<file path="src/rtl/defines_fetch.sv">
// defines_fetch: shared constants and entry type for the instruction-fetch front end
package defines_fetch;
    localparam int IROM_LAT_MAX = 2;
    localparam logic [31:0] NOP_INST = 32'h0000_0013;
    typedef struct packed {
        logic [31:0] pc;
        logic [31:0] inst;
    } fetch_entry_t;
endpackage

</file>
<file path="src/rtl/fetch_queue.sv">
// fetch_queue: synchronous prefetch FIFO of fetch entries with push/pop/flush and occupancy
module fetch_queue
    import defines_fetch::*;
#(
    parameter int DEPTH = 4
) (
    input  logic                     cpu_clk,
    input  logic                     cpu_rst,
    input  logic                     push,
    input  fetch_entry_t             push_entry,
    input  logic                     pop,
    input  logic                     flush,
    output fetch_entry_t             head,
    output logic [$clog2(DEPTH):0]   count
);
    localparam int PW = $clog2(DEPTH);
    localparam int CW = PW + 1;
    fetch_entry_t mem [DEPTH];
    logic [PW-1:0] wr_ptr, rd_ptr;
    always_ff @(posedge cpu_clk) begin
        if (!cpu_rst || flush) begin
            wr_ptr <= '0;
            rd_ptr <= '0;
            count  <= '0;
        end else begin
            wr_ptr <= wr_ptr + PW'(push);
            rd_ptr <= rd_ptr + PW'(pop);
            count  <= count + CW'(push) - CW'(pop);
        end
    end
    always_ff @(posedge cpu_clk) begin
        if (push) mem[wr_ptr] <= push_entry;
    end
    // An empty queue presents zeros rather than stale RAM contents
    assign head = (count != '0) ? mem[rd_ptr] : '0;
endmodule

</file>
<file path="src/rtl/cpu_fetch_unit.sv">
// cpu_fetch_unit: IROM fetch front end with latency slot pipe, prefetch queue and redirect flush
module cpu_fetch_unit
    import defines_fetch::*;
#(
    parameter int          ADDR_W   = 14,
    parameter int          DEPTH    = 4,
    parameter int          IROM_LAT = 1,
    parameter logic [31:0] RESET_PC = 32'h0000_0000
) (
    input  logic                     cpu_clk,
    input  logic                     cpu_rst,
    output logic [ADDR_W-1:0]        inst_addr,
    input  logic [31:0]              inst,
    input  logic                     redirect_valid,
    input  logic [31:0]              redirect_pc,
    output logic                     out_valid,
    input  logic                     out_ready,
    output logic [31:0]              out_inst,
    output logic [31:0]              out_pc,
    output logic [31:0]              out_pc4,
    output logic [$clog2(DEPTH):0]   q_count
);
    logic [31:0] fetch_pc;
    logic [IROM_LAT-1:0] slot_v;
    logic [31:0] slot_pc [IROM_LAT];
    logic [31:0] inflight;
    logic issue, pop;
    fetch_entry_t head;
    always_comb begin
        inflight = '0;
        for (int i = 0; i < IROM_LAT; i++) inflight = inflight + 32'(slot_v[i]);
    end
    // Reservation counts in-flight reads so every response has a queue slot waiting
    assign issue     = (32'(q_count) + inflight) < 32'(DEPTH);
    assign pop       = out_valid && out_ready;
    assign inst_addr = fetch_pc[ADDR_W+1:2];
    always_ff @(posedge cpu_clk) begin
        if (!cpu_rst) fetch_pc <= RESET_PC;
        else if (redirect_valid) fetch_pc <= redirect_pc & ~32'd3;
        else if (issue) fetch_pc <= fetch_pc + 32'd4;
    end
    always_ff @(posedge cpu_clk) begin
        if (!cpu_rst || redirect_valid) begin
            slot_v <= '0;
        end else begin
            slot_v[0] <= issue;
            for (int i = 1; i < IROM_LAT; i++) slot_v[i] <= slot_v[i-1];
        end
    end
    always_ff @(posedge cpu_clk) begin
        slot_pc[0] <= fetch_pc;
        for (int i = 1; i < IROM_LAT; i++) slot_pc[i] <= slot_pc[i-1];
    end
    fetch_queue #(.DEPTH(DEPTH)) u_queue (
        .cpu_clk    (cpu_clk),
        .cpu_rst    (cpu_rst),
        .push       (slot_v[IROM_LAT-1]),
        .push_entry ('{pc: slot_pc[IROM_LAT-1], inst: inst}),
        .pop        (pop),
        .flush      (redirect_valid),
        .head       (head),
        .count      (q_count)
    );
    assign out_valid = q_count != '0;
    assign out_inst  = head.inst;
    assign out_pc    = head.pc;
    assign out_pc4   = out_valid ? head.pc + 32'd4 : '0;
endmodule
</file>
<file path="config.mk">
export PLATFORM = sky130hd
export DESIGN_NAME = cpu_fetch_unit
export DESIGN_NICKNAME = d
export VERILOG_FILES = /design/src/rtl/defines_fetch.sv /design/src/rtl/fetch_queue.sv /design/src/rtl/cpu_fetch_unit.sv
export SDC_FILE = /design/constraint.sdc
export NUM_CORES = 1
export LEC_CHECK = 0
export CELL_PAD_IN_SITES_DETAIL_PLACEMENT = 0
export CELL_PAD_IN_SITES_GLOBAL_PLACEMENT = 1
export CORE_MARGIN = 4
export CORE_UTILIZATION = 30
export DETAILED_ROUTE_END_ITERATION = 8
export PLACE_DENSITY = 0.66
export SLEW_MARGIN = 20
export SYNTH_ARGS = -nofsm -noshare
export SYNTH_HDL_FRONTEND = slang
export SYNTH_SLANG_ARGS = --single-unit
</file>
<file path="constraint.sdc">
create_clock -name cpu_clk -period 6.52 [get_ports cpu_clk]
set_clock_uncertainty 0.05 [all_clocks]
set_input_delay 1.63 -clock cpu_clk [delete_from_list [all_inputs] [get_ports cpu_clk]]
set_output_delay 1.63 -clock cpu_clk [all_outputs]
set_load 0.02 [all_outputs]
</file>
# Yosys cells after proc, flatten, opt, wreduce, memory -nomap -nowiden

Memory sizes are Yosys's and may differ from the RTL's. A register that Yosys moved wholly into a read port is not among the register bits.
Index checks and enable logic that the tools add are counted.
Widths: inputs -> output; s select.

Register bits after elaboration: 40
RAM bits: 288
Output and inout bits: 114
Word-level logic and storage cells: 30
Memories: 2

Memory list:

| memory      | words | width | read ports | clocked after memory_dff | wr ports | RTL line             | text |
|---|---|---|---|---|---|---|---|
| u_queue.mem | 4     | 64    | 1          | 1                        | 1        | fetch_queue.sv:18    | `fetch_entry_t mem [DEPTH];` |
| slot_pc     | 1     | 32    | 1          | 0                        | 1        | cpu_fetch_unit.sv:25 | `logic [31:0] slot_pc [IROM_LAT];` |

Add/sub/neg operators: 7
Order comparisons: 1
Multiplexer cells: 7
Bitwise logic cells: 1
Reductions and logical operators: 6

Operator list:

| operator              | count |
|---|---|
| $mux 32               | 3 |
| $add 32x3->32 const B | 2 |
| $mux 64               | 1 |
| $add 2x1->2           | 2 |
| $add 3x1->4           | 1 |
| $lt 4x3->1 const B    | 1 |
| $add 3x1->3           | 1 |
| $reduce_bool 3->1     | 1 |
| $sub 3x1->3           | 1 |
| $mux 1                | 2 |
| $mux 2                | 1 |
| $reduce_bool 2->1     | 1 |
| $reduce_or 2->1       | 1 |
| $logic_and 1x1->1     | 1 |
| $logic_not 1->1       | 1 |
| $logic_or 1x1->1      | 1 |
| $not 1->1             | 1 |

# Logic depth before layout (Yosys ltp)

Gate-level depths: netlist (run 1).

Word-level depth: 4
Gate-level depth with buffers: 13
Gate-level depth less buffers: 9

# Modules after synthesis

From an unflattened synthesis (run 1), not the netlist that was laid out.

Cells, all modules: 836
Area total of the unflattened synthesis: 13349.1 um^2

Modules (own cells, without submodules):

| module         | instances | cells each | area an instance (um^2) |
|---|---|---|---|
| fetch_queue    | 1         | 438        | 10080.9 |
| cpu_fetch_unit | 1         | 398        | 3268.1 |

# Worst setup path before layout (run 1)

OpenSTA, ideal clock, no wires.

Path kind: register to register
Start point: register slot_v
End point: memory u_queue.mem[0][0] (netlist name), enable pin
Data arrival time: 4983 ps
Data required time: 5899 ps
Slack: 916 ps
Cell stages (with the launch flop): 2
Buffers on the path: 0
Clock period less this slack: 5604 ps
Path through: dfxtp_1 > nor3b_1

Word-level cells in the longest chain between the ends: 2

Ends and longest elaborated chain:

| item                         | RTL line             | text |
|---|---|---|
| from (decl)                  | cpu_fetch_unit.sv:24 | `logic [IROM_LAT-1:0] slot_v;` |
| $mux 1                       | fetch_queue.sv:32    | `if (push) mem[wr_ptr] <= push_entry;` |
| $mux 1 (not written as such) | fetch_queue.sv:32    |  |
| to (decl)                    | fetch_queue.sv:18    |  |

No other way between the ends.

==> metrics.cfg, run 1 <==
[status]
status=finished clean

[clocking]
cts-resized-gates=0
clock_sinks=316
clk_path_buf_depth=3
h-tree-depth=2
cts_tree=done
clock_latency_ns=0.52
cts_root_buf=clkbuf_16
cts_buffers=35
path_clk_slew_ns=0.06
cts_hold_buf=0
post_cts_buffers=0

[die]
pin_count=182
dieArea_mm2=0.04746
fp.dieH_um=217.9
start_util_pct=30.54
num_rows=76
fp.dieW_um=217.9
core_area_mm2=0.04327

[critical_path]
r2r-end=u_queue.count[2]
end_kind=primary output
r2r_cells=9
worst_ep_arrival_time_ns=4.06
crit_type=flip-flop to primary output
reg2reg_setup_slack_ns=4.13
startpoint_type=flip-flop
r2r_start=u_queue.count[1]
worstPathMaxFanout=28
crit_required_ns=4.84

[sta]
finalSetupTns_ns=0
worst_slew_pin_slew_ns=1.022
rsz0062_at_grt=no
drv_slew=0
achievable-frequency_mhz=174.1
setup_viol=0
post-route-period-util_pct=88.10
setup_slack_ns=0.7759
max-slew-margin-rel_pct=31.88
hold_viol=0
whs_ns=0.3313
fin_crit_ns=5.744

[global_routing]
antenna_found_initial=0
grt_pass1_wl_um=46960
grt_pass1_vias=7695
grt_max_degree=63
grt.total_usage_pct=12.79
grt-ovfl-total=0

[cells_and_area]
drive_above_1_share_pct=14.38
area_growth_pct=26.44
final_nets=1100
multiInputGateArea_mm2=0.004059
fillCellCount=4042
final_cells=1636
seq_area_mm2=0.008816

[power_and_ir_drop]
p_int_mw=3.690
power.total_mw=4.839
power_switching_mw=1.149
pwr-share-comb_pct=11.6
netSwitchingFraction_pct=23.74
p_seq_share_pct=47.3
p_leak_nw=5.458
cellPowerDensity_mw_per_mm2=289.7
clockPowerShare_pct=41.1
vdd.ir_drop.worst_uv=175.0

[worst_hold_path]
worstHoldPathType=flip-flop to flip-flop
min_from=fetch_pc[27]
holdPathStages=0
hold-path-endpoint=slot_pc[0][27]

[logic_synthesis]
netlist_instances=850
yosysUniqueCellTypes=55
ys_seq_area_share_pct=66.67
syn-cell-area_mm2=0.01321
synth_top_area_share_pct=56.36
synth.area.top_cells=edfxtp_1, mux4_2, dfxtp_1, and2_1, xor2_1
ys_ff_latch=316
yosys_warnings=0
synth_edf_count=248
synth-main-ff-cell=edfxtp_1
async_flop_share_pct=0
syn_avg_cell_area_um2=15.54
synth_area_leader_cell=edfxtp_1

[routing]
wl_per_cell_um=19.01
antenna_violating_nets_post_route=0
remaining_drc_errors=0
dr.pass1.iters=4
vias=7579
drt-initial-drc-count=436
vias_per_cell=4.633
routed_wl_um=31110

[run]
maxCapViolations=0

[place]
post-place-ws_ns=1.212
gp_congestion=0.7586
hpwl_um=20850
portBuffers=175
placedCellCount=1572

==> cells in the mapped netlist, types with 2 or more instances <==
cell / instances
edfxtp_1: 248
and2_1: 78
dfxtp_1: 68
mux4_2: 62
nand2_1: 53
nor2_1: 44
o21ai_0: 35
xor2_1: 29
a21oi_1: 28
clkbuf_1: 23
nand3_1: 23
xnor2_1: 21
buf_4: 20
nand4_1: 16
inv_1: 15
buf_2: 8
ha_1: 7
mux4_1: 7
nor3_1: 6
or3_1: 5
and3_1: 4
and4_1: 4
o211a_1: 4
o211ai_1: 4
nor2b_1: 3
mux2_1: 2
mux2_2: 2
nand3_2: 2
o31ai_1: 2
or4_1: 2
==> cell type report <==
type,instances,area share [%]
clock buffer,39,5.333
sequential,316,52.77
timing repair buffer,188,11.07
tap,585,4.381
inverter,17,0.3969
antenna,1,0.01498
multi-input combinational,466,24.30
clock inverter,24,1.738
==> worst max path at each step <==
| stage | slack [ns] | to | startpoint |
|---|---|---|---|
| floorplan | 0.92 | u_queue.mem[0][0] | slot_v |
| global placement | 1.24 | out_pc4[26] | u_queue.rd_ptr[0] |
| global route | 0.44 | out_pc4[28] | u_queue.rd_ptr[0] |
| CTS | 0.65 | out_pc4[26] | u_queue.rd_ptr[0] |
| detailed placement | 1.21 | out_pc4[26] | u_queue.rd_ptr[0] |
| finish | 0.78 | out_pc4[31] | u_queue.rd_ptr[1] |
==> per-stage QoR <==
step	cell area [um2]	util, %
global placement	15520	35.88
CTS	16700	38.61
global route	16700	38.61
floorplan	13220	-
detailed placement	15520	35.88
finish	16710	38.61
==> logic make-up after synthesis <==
logic type	share of synthesized area, %
flops	66.67
simple gates	10.79
compound gates	3.229
mux	12.30
buf+inv	2.860
xor+xnor	3.314
fa+ha+maj	0.8144
other cells	0.02838
==> cells in the final DEF, fill, tap and decap left out, drive strengths merged, types with 29 or more instances in the layout <==
cell           synthesis  routed
and2                  78      78
clkbuf                23      39
clkdlybuf4s50          0     175
dfxtp                 68      68
edfxtp               248     248
mux4                  69      69
nand2                 55      55
nor2                  44      44
o21ai                 35      35
xor2                  29      29
==> per-layer routing <==
layer / up-vias / global-route usage [%] / wire length, um / part of all wire, %
met5: - / 0 / 0 / 0
met4: 0 / 3.834 / 741 / 2.4
met3: 50 / 2.661 / 1805 / 5.8
met2: 220 / 19.55 / 14060 / 45
met1: 3759 / 18.45 / 14490 / 47
li1: 3550 / - / - / -
==> power by group through the flow <==
stage / clock network, mW / registers [mW] / logic (mW)
final: 1.99 / 2.29 / 0.562
after global routing: 2.14 / 2.30 / 0.603
after CTS: 2.05 / 2.29 / 0.573
after detailed placement: 0 / 2.33 / 0.572
after global placement: 0 / 2.33 / 0.569
after floorplan: 0 / 2.31 / 0.310
==> critical path, cell delays in order (launching register included) <==
cell and delay [ns]:
dfxtp_4 0.60, buf_4 0.42, mux4_1 0.43, nand3_2 0.16
nor3_4 0.41, nand3_1 0.25, nor4b_2 0.36, mux2_1 0.36
clkdlybuf4s50_1 0.54
==> registers in the layout, summed over array words and instances (netlist names) <==
name            flops
fetch_pc           30
slot_pc            30
slot_v              1
u_queue.count       3
u_queue.mem       248
u_queue.rd_ptr      2
u_queue.wr_ptr      2
(Power assumes the default switching activity.)
==> run 2: changes to the inputs <==
--- a/config.mk
+++ b/config.mk
@@ -5,6 +5,7 @@
 export SDC_FILE = /design/constraint.sdc
 export NUM_CORES = 1
 export LEC_CHECK = 0
+export ABC_CLOCK_PERIOD_IN_PS = 6520
 export CELL_PAD_IN_SITES_DETAIL_PLACEMENT = 0
 export CELL_PAD_IN_SITES_GLOBAL_PLACEMENT = 1
 export CORE_MARGIN = 4
==> results of run 2 <==
Final layout, timing and power as in run 1 (identical DEF).
